File: src/rtl/div_issue_ctrl.sv
// div_issue_ctrl: initiator side of the iterative divider handshake.
// Takes DIV/DIVU from EX, hands the operands to the divider, waits for the
// result and commits quotient->LO and remainder->HI. Also owns the
// architectural HI/LO registers for MTHI/MTLO. An exception flush abandons
// the divide. A watchdog stops the controller from waiting forever on a
// divider that never completes.
module div_issue_ctrl #(
  parameter int TIMEOUT_CYCLES = 48
) (
  input  logic        clk,
  input  logic        reset,
  input  logic        req_valid,
  input  logic        req_signed,
  input  logic [31:0] req_x,
  input  logic [31:0] req_y,
  output logic        req_ready,
  input  logic        flush,
  input  logic        mthi_we,
  input  logic        mtlo_we,
  input  logic [31:0] mt_data,
  output logic        div_valid,
  output logic        div_signed,
  output logic [31:0] div_x,
  output logic [31:0] div_y,
  input  logic        div_tready,
  input  logic [31:0] div_s,
  input  logic [31:0] div_r,
  input  logic        div_complete,
  output logic        busy,
  output logic        done,
  output logic [31:0] hi,
  output logic [31:0] lo,
  output logic        err_timeout
);

  typedef enum logic [1:0] {
    IDLE  = 2'd0,
    ISSUE = 2'd1,
    WAIT  = 2'd2,
    DRAIN = 2'd3
  } state_t;

  localparam int WDW = $clog2(TIMEOUT_CYCLES + 1);
  localparam logic [WDW-1:0] WDOG_LAST = WDW'(TIMEOUT_CYCLES - 1);

  state_t         state;
  state_t         state_nx;
  logic [WDW-1:0] wdog;
  logic           accept;
  logic           commit;
  logic           timeout;
  logic           wdog_clr;

  // A new request is taken only in IDLE, and never while a flush is in progress.
  assign req_ready = (state == IDLE) && !flush;

  // Next-state decode plus the one-cycle events it produces.
  // A completion has priority over a timeout that lands in the same cycle.
  always_comb begin
    state_nx = state;
    accept   = 1'b0;
    commit   = 1'b0;
    timeout  = 1'b0;
    wdog_clr = 1'b0;
    case (state)
      IDLE: begin
        if (req_valid && !flush) begin
          accept   = 1'b1;
          state_nx = ISSUE;
        end else begin
          state_nx = IDLE;
        end
      end
      ISSUE: begin
        if (div_tready) begin
          // The handshake has happened, so the divider owns the op even if it is flushed.
          wdog_clr = 1'b1;
          state_nx = flush ? DRAIN : WAIT;
        end else if (flush) begin
          state_nx = IDLE;
        end else begin
          state_nx = ISSUE;
        end
      end
      WAIT: begin
        if (flush) begin
          wdog_clr = 1'b1;
          state_nx = DRAIN;
        end else if (div_complete) begin
          commit   = 1'b1;
          state_nx = IDLE;
        end else if (wdog == WDOG_LAST) begin
          timeout  = 1'b1;
          state_nx = IDLE;
        end else begin
          state_nx = WAIT;
        end
      end
      DRAIN: begin
        if (div_complete) begin
          state_nx = IDLE;
        end else if (wdog == WDOG_LAST) begin
          timeout  = 1'b1;
          state_nx = IDLE;
        end else begin
          state_nx = DRAIN;
        end
      end
      default: begin
        state_nx = IDLE;
      end
    endcase
  end

  // State register, with busy, div_valid and done registered from the next-state decode.
  always_ff @(posedge clk) begin
    if (reset) begin
      state       <= IDLE;
      busy        <= 1'b0;
      div_valid   <= 1'b0;
      done        <= 1'b0;
      err_timeout <= 1'b0;
    end else begin
      state       <= state_nx;
      busy        <= (state_nx != IDLE);
      div_valid   <= (state_nx == ISSUE);
      done        <= commit;
      err_timeout <= err_timeout | timeout;
    end
  end

  // Watchdog: counts the cycles spent in WAIT/DRAIN; it restarts on each entry.
  always_ff @(posedge clk) begin
    if (reset) begin
      wdog <= '0;
    end else if (wdog_clr) begin
      wdog <= '0;
    end else if ((state == WAIT) || (state == DRAIN)) begin
      wdog <= wdog + WDW'(1);
    end else begin
      wdog <= wdog;
    end
  end

  // Operand latch: captured when a request is accepted, held stable while issuing.
  always_ff @(posedge clk) begin
    if (reset) begin
      div_x      <= 32'h0000_0000;
      div_y      <= 32'h0000_0000;
      div_signed <= 1'b0;
    end else if (accept) begin
      div_x      <= req_x;
      div_y      <= req_y;
      div_signed <= req_signed;
    end else begin
      div_x      <= div_x;
      div_y      <= div_y;
      div_signed <= div_signed;
    end
  end

  // HI/LO: written by a committed divide, or by MTHI/MTLO only while IDLE.
  always_ff @(posedge clk) begin
    if (reset) begin
      hi <= 32'h0000_0000;
      lo <= 32'h0000_0000;
    end else if (commit) begin
      lo <= div_s;
      hi <= div_r;
    end else if (state == IDLE) begin
      hi <= mthi_we ? mt_data : hi;
      lo <= mtlo_we ? mt_data : lo;
    end else begin
      hi <= hi;
      lo <= lo;
    end
  end

endmodule
File: config.mk
export PLATFORM = sky130hd
export DESIGN_NAME = div_issue_ctrl
export DESIGN_NICKNAME = d
export VERILOG_FILES = /design/src/rtl/div_issue_ctrl.sv
export SDC_FILE = /design/constraint.sdc
export NUM_CORES = 1
export LEC_CHECK = 0
export CAP_MARGIN = 20
export CELL_PAD_IN_SITES_DETAIL_PLACEMENT = 0
export CELL_PAD_IN_SITES_GLOBAL_PLACEMENT = 2
export CORE_MARGIN = 5
export CORE_UTILIZATION = 21
export DETAILED_ROUTE_END_ITERATION = 16
export PLACE_DENSITY = 0.75
export SYNTH_ARGS = -nofsm -noshare
export SYNTH_HDL_FRONTEND = slang
export SYNTH_SLANG_ARGS = --single-unit
File: constraint.sdc
create_clock -name clk -period 2.3 [get_ports clk]
set_input_delay 0.23 -clock clk [delete_from_list [all_inputs] [get_ports clk]]
set_output_delay 0.23 -clock clk [all_outputs]
set_load 0.02 [all_outputs]
==> metrics.md, run 1 <==
| Metric | Value |
|---|---|
| CP Launch Point | state[0]$_SDFF_PP0_ |
| Slowest cell on the critical path | a21oi_4 |
| Final WL | 22.5 mm |
| CP Max Fanout | 31 |
| Synth warnings | 0 |
| Synth Area in XOR/XNOR | 0.604% |
| Antenna violations before repair | 0 |
| Commonest cells post-synth | dfxtp_1 (141), nand2_1 (133), nor2_1 (71) |
| Power density cells | 697 nW/µm² |
| Vias in the first global route | 5771 |
| Status | finished clean |
| F_max | 0.470 GHz |
| Clock Pin Slew Worst Setup and Hold Paths | 70 ps |
| Prevailing post-synth register cell | dfxtp_1 |
| CTS buffer count | 17 |
| Largest delay share family, worst path | compound AO/OA/AOI/OAI gates |
| CP Launch Type | flip-flop |
| P_leak | 3.46 nW |
| Die H | 176 µm |
| Cell with the most instances after synthesis | dfxtp_1 |
| Fraction of the mapped netlist area in compound gates | 17.7% |
| Area delta synth->final | 67.4% |
| Critical Path Max Stage Delay | 800 ps |
| Mux cell area share after synthesis | 0.517% |
| DRT Pass-1 Iters | 6 |
| Net Count, Synth | 844 |
| Dpl ws | 0.662 ps |
| Max Slew Vio Count | 0 |
| Worst setup margin | 173 ps |
| Switch Pwr | 1.81 mW |
| Largest cells by area after synthesis | dfxtp_1 (49%), nand2_1 (8.6%), a211oi_1 (6.5%), a21oi_1 (6.0%), nor3_1 (4.7%) |
| Crit path DAT | 2470 ps |
| Row cnt | 60 |
| Actual slew at the worst max-slew pin | 1060 ps |
| Root Buffer | clkbuf_16 |
| Share of layout cells above drive strength 1 | 8.46% |
| # DRC | 0 |
| Via density | 4.20 |
| Seq cells post-synth | 141 |
| Storage element area | 2820 µm² |
| Tcrit/Tclk final | 92.5% |
| Finish-stage setup viols | 0 |
| Async SR Flop Fraction | 0% |
| Port bufs | 302 |
| Distinct cells, synth | 41 |
| Setup TNS | 0 ps |
| Register-to-register setup slack | 170 ps |
| CTS tree | done |
| Register area share after synthesis | 48.6% |
| Critical R2R Launch | state[0]$_SDFF_PP0_ |
| DR vias | 5638 |
| Main combinational cell family by area after synthesis | simple AND/OR/NAND/NOR gates |
| Placed cell count | 1309 |
| Crit Path Category | flip-flop to flip-flop |
| Gr ovfl total | 0 |
| Switching Fraction | 26.8% |
| Number of antenna cells inserted | 0 |
| Post-Synthesis Cell Area | 5800 µm² |
| RSZ-0062 raised after global routing | false |
| Synth area leader | dfxtp_1 |
| Post-route ant nets | 0 |
| Layout Cells excl Fill | 1341 |
| Req. time, crit path | 2640 ps |
| Max Buffers Root-to-Sink | 2 |
| Hold WS | 188 ps |
| Die Outline Area | 31100 µm² |
| Initial Util | 21.4% |
| Sequential Power Share | 39.3% |
| Maximum vdd drop | 0.000402 V |
| 1st-iter DRT viols | 270 |
| Fill cell count | 2777 |
| Worst setup EP type | flip-flop |
| Core box area | 27100 µm² |
| MaxCap Viol Count | 0 |
| First-pass GRT wire length | 34.3 mm |
| Layout net count | 1131 |
| Clock network power share | 42.2% |
| Area of the multi-input gates | 2600 µm² |
| CP bufs+invs | 1 |
| Top Ports | 303 |
| Routability cong. | 0.776 |
| Routed wire per std cell | 16.8 µm |
| CTS H-Tree Depth | 4 |
| Setup repair bufs after CTS | 0 |
| Crit path cell chain | inv_1 -> ha_1 -> and3b_4 -> a21oi_4 -> a211oi_1 -> nor3_1 |
| Slew headroom | 29.5% |
| Number of synthesized flops with an enable pin | 0 |
| Clk sink count | 141 |
| Hold Startpoint | reset |
| Die Wd | 176 µm |
| Min-delay worst type | primary input to flip-flop |
| Final Skew | 13.8 ps |
| Simple-Gate Fraction of Synth Area | 24.7% |
| Post-Syn Area per Cell | 8.66 µm² |
| Post-Synth Adder-Cell Area | 1.08% |
| Logic pwr share | 18.5% |
| Internal power | 4.96 mW |
| Tot GR Track Use | 14.1% |
| Clock latency on the worst-skew pair | 420 ps |
| Final Hold Vio Count | 0 |
| Tmin final | 2130 ps |
| Largest net degree at the start of global routing | 72 |
| Dpl hpwl | 16.2 mm |
| Hold Buf Count CTS | 0 |
| Share of the synthesized area in the top cell type | 48.6% |
| Post-Synthesis Cells | 670 |
| Pwr Total | 6.77 mW |
-- final timing paths --
kind / cells past startpoint / to
min reg2reg: 2 / div_x[21]$_SDFFE_PP0P_
min: 2 / err_timeout$_SDFF_PP0_
max: 6 / hi[15]$_SDFFE_PP0P_
max reg2reg: 6 / hi[15]$_SDFFE_PP0P_
-- what timing repair did --
| item | CTS | global route |
|---|---|---|
| gates resized for setup | 2 | 0 |
| setup endpoints to repair | 1 | 3 |
| gates cloned | 0 | 1 |
-- kinds of logic (layout without fill, tap and decap cells) --
group                    after synthesis  count (layout)
AND/OR/NAND/NOR                      314             314
AO/OA/AOI/OAI                        147             148
flip-flops                           141             141
buffers and inverters                 56             354
adder cells (fa/ha/maj)                5               5
XOR/XNOR                               4               4
multiplexers                           3               3
-- cell usage in the layout, fill, tap and decap left out, types with 2 or more instances in the layout --
| cell type | n |
|---|---|
| or2b_1 | 2 |
| nor2b_1 | 31 |
| nor2_1 | 71 |
| a211oi_1 | 50 |
| nand2_1 | 132 |
| bufinv_16 | 3 |
| nor3_2 | 8 |
| clkinvlp_4 | 2 |
| clkbuf_16 | 17 |
| clkinv_4 | 3 |
| buf_12 | 5 |
| clkdlybuf4s50_1 | 300 |
| inv_1 | 3 |
| inv_6 | 3 |
| a211oi_2 | 15 |
| nand4_1 | 2 |
| a21o_1 | 3 |
| xor2_1 | 3 |
| or2_2 | 2 |
| ha_1 | 4 |
| mux2i_1 | 3 |
| a21oi_1 | 69 |
| buf_4 | 14 |
| a31oi_1 | 2 |
| nor3_1 | 54 |
| a21oi_4 | 2 |
| dfxtp_1 | 141 |
| clkbuf_1 | 2 |
-- flip-flops by register name, indices dropped and copies added (netlist names), 2 cells and up --
signal / flops
div_y: 32
state: 2
lo: 32
wdog: 6
hi: 32
div_x: 32
-- routing by layer --
metal / track usage, % / up-vias / share of wire, %
met2: 23.9 / 186 / 49
met1: 16.6 / 2566 / 41
met5: 0 / - / 0
met3: 4.41 / 28 / 7.0
met4: 5.59 / 0 / 2.8
li1: - / 2858 / -
-- through the flow --
step                      cell area (µm²)  util, %
after global placement               9110     33.6
after detailed placement             9110     33.6
after CTS                            9710     35.8
after global routing                 9720     35.8
final                                9720     35.8
after floorplan                      5800        -
-- power by group through the flow --
stage               Sequential (mW)  Combinational, mW  Clock [mW]
finish                         2.66               1.25        2.86
global placement               2.71               1.26           0
floorplan                      2.89              0.373           0
CTS                            2.66               1.27        2.96
global route                   2.68               1.34        3.07
detailed placement             2.72               1.26           0
-- layout make-up --
type,instances,area share (%)
well taps,372,4.79
clock inverters,12,1.67
clock buffers,19,4.46
repair buffers,320,33.1
multi-input cells,474,26.8
inverters,3,0.116
flip-flops and latches,141,29.1
(Power assumes the default switching activity.)
==> run 2, diff against run 1 <==
--- a/config.mk
+++ b/config.mk
@@ -8,7 +8,7 @@
 export CAP_MARGIN = 20
 export CELL_PAD_IN_SITES_DETAIL_PLACEMENT = 0
 export CELL_PAD_IN_SITES_GLOBAL_PLACEMENT = 2
-export CORE_MARGIN = 5
+export CORE_MARGIN = 8
 export CORE_UTILIZATION = 21
 export DETAILED_ROUTE_END_ITERATION = 16
 export PLACE_DENSITY = 0.75
==> run 2 against run 1 <==
  * Register-to-register slack improved by 90 ps
  * Clock skew decreased by 5.6 ps
  * Count of clock-buffer cells in the layout decreased by 1
  * Sequential share of layout area decreased by 0.26 points
  * Critical path depth decreased by 2
  * Maximum frequency decreased by 1.6%
  * Flip-flop and latch count unchanged
  * Critical path type is now flip-flop to output port
==> metrics.md, run 2 (synthesis results as in run 1) <==
| Metric | Value |
|---|---|
| Sequential Power Share | 39.3% (about the same) |
| Layout Cells excl Fill | 1317 (-1.8%) |
| Clk sink count | 141 (unchanged) |
| Routed wire per std cell | 17.3 µm (+3.2%) |
| DRT Pass-1 Iters | 4 (-2) |
| Req. time, crit path | 2070 ps (-570 ps) |
| Largest net degree at the start of global routing | 79 (+9.7%) |
| Crit Path Category | flip-flop to output port |
| MaxCap Viol Count | 0 (unchanged) |
| Post-route ant nets | 0 (unchanged) |
| Placed cell count | 1284 (-1.9%) |
| Clock Pin Slew Worst Setup and Hold Paths | 60 ps (about the same) |
| Logic pwr share | 18.8% (+0.3 points) |
| Via density | 4.32 (+2.8%) |
| Tmin final | 2160 ps (+35.4 ps) |
| Setup repair bufs after CTS | 0 (unchanged) |
| Worst setup EP type | output port |
| CP Launch Type | flip-flop |
| Area delta synth->final | 69.0% |
| Switching Fraction | 27.5% (+0.73 points) |
| CTS buffer count | 17 (unchanged) |
| DR vias | 5690 (+0.92%) |
| Power density cells | 692 nW/µm² (-0.76%) |
| Max Buffers Root-to-Sink | 2 (unchanged) |
| Vias in the first global route | 5856 (+1.5%) |
| Initial Util | 21.1% (-0.29 points) |
| Port bufs | 302 (unchanged) |
| Die H | 182 µm (+3.4%) |
| Pwr Total | 6.78 mW (+0.15%) |
| Met2 usage in global routing | 22.8% (-1.1 points) |
| Hold Buf Count CTS | 0 (unchanged) |
| Crit path DAT | 1930 ps (-540 ps) |
| Min-delay worst type | primary input to flip-flop |
| CTS tree | done |
| Clock latency on the worst-skew pair | 410 ps (about the same) |
| Met3 global-route usage | 6.18% (+1.8 points) |
| Clock network power share | 41.9% (-0.3 points) |
| Dpl ws | -7.91 ps (-8.58 ps) |
| Gr ovfl total | 0 (unchanged) |
| First-pass GRT wire length | 35.3 mm (+2.8%) |
| CP Max Fanout | 8 (-74%) |
| Final Hold Vio Count | 0 (unchanged) |
| 1st-iter DRT viols | 300 (+11%) |
| Maximum vdd drop | 0.000347 V (-14%) |
| Number of antenna cells inserted | 0 (unchanged) |
| Root Buffer | clkbuf_16 |
| Actual slew at the worst max-slew pin | 664 ps (-391 ps) |
| Commonest non-fill, non-tap cells in the layout | clkdlybuf4s50_1 (301), dfxtp_1 (141), nand2_1 (132) |
| Share of layout cells above drive strength 1 | 8.86% (+0.39 points) |
| GR Util met1 | 15.3% (-1.2 points) |
| Finish-stage setup viols | 0 (unchanged) |
| Die Wd | 182 µm (+3.4%) |
| Tot GR Track Use | 13.5% (-0.56 points) |
| Routability cong. | 0.733 (-5.5%) |
| CTS H-Tree Depth | 4 (unchanged) |
| Max Slew Vio Count | 0 (unchanged) |
| Status | finished clean |
| Die Outline Area | 33200 µm² (+6.9%) |
| Dpl hpwl | 16.8 mm (+3.6%) |
| Switch Pwr | 1.87 mW (+2.9%) |
| Most common cell after layout, fill and taps aside | clkdlybuf4s50_1 |
| Internal power | 4.91 mW (-0.85%) |
| F_max | 0.462 GHz (-1.6%) |
| Top Ports | 303 (unchanged) |
| Tcrit/Tclk final | 94.0% (+1.5 points) |
| P_leak | 3.51 nW (+1.5%) |
| Core box area | 27500 µm² (+1.4%) |
| Antenna violations before repair | 1 (+1) |
| GR peak layer | met2 |
| # DRC | 0 (unchanged) |
| Final WL | 22.8 mm (+1.4%) |
| Worst setup margin | 138 ps (-35.4 ps) |
| Slew headroom | 55.6% (+26 points) |
| Setup TNS | 0 ps (unchanged) |
| Row cnt | 61 (+1.7%) |
| RSZ-0062 raised after global routing | false |
| Final Skew | 8.20 ps (-5.60 ps) |
| Layout net count | 1132 (+0.088%) |
## run 2: area by class of cell
cell class | count | area (µm²)
fill | 2874 | 17700
timing repair buffer | 322 | 3340
sequential | 141 | 2820
multi-input combinational | 473 | 2610
clock buffer | 18 | 439
tap | 346 | 433
clock inverter | 14 | 158
inverter | 3 | 11.3
## run 2: metal layers
layer,vias up,part of all wire [%]
met5,-,0.057
met3,13,9.4
met2,200,47
met4,2,0.98
met1,2607,42
li1,2868,-
## run 2: final timing paths
check | depth (start not counted) | from | slack [ps] | end
setup / recovery | 4 | state[0]$_SDFF_PP0_ | 140 | req_ready
hold / removal | 2 | reset | 200 | err_timeout$_SDFF_PP0_
setup reg to reg | 7 | state[0]$_SDFF_PP0_ | 260 | hi[8]$_SDFFE_PP0P_
hold reg to reg | 2 | div_y[25]$_SDFFE_PP0P_ | 450 | div_y[25]$_SDFFE_PP0P_
## run 2: critical path, cell delays in order (launching register included)
cell and delay (ps):
dfxtp_1 330, inv_1 120, ha_4 240, and2b_1 200
clkdlybuf4s50_1 630
## run 2: stage by stage
step | area [µm²] | utilization (%) | hold WS (ps)
final | 9800 | 35.7 | 198
after global routing | 9800 | 35.7 | 198
after CTS | 9780 | 35.6 | 191
after detailed placement | 9170 | 33.4 | 446
after global placement | 9140 | 33.3 | 442
after floorplan | 5800 | - | 366
## run 2: repair_timing
| item | in CTS | in global routing |
|---|---|---|
| endpoints found under the setup margin | 1 | 0 |
| resized for setup | 2 | 0 |
| endpoints found under the hold margin | 0 | 0 |
## run 2: power groups by stage
stage          sequential, mW  clock [mW]  combinational [mW]
6_report                 2.66        2.84                1.28
3_5_place_dp             2.72           0                1.29
2_1_floorplan            2.89           0               0.373
4_1_cts                  2.66        2.96                1.29
5_1_grt                  2.68        3.07                1.38
3_3_place_gp             2.71           0                1.28
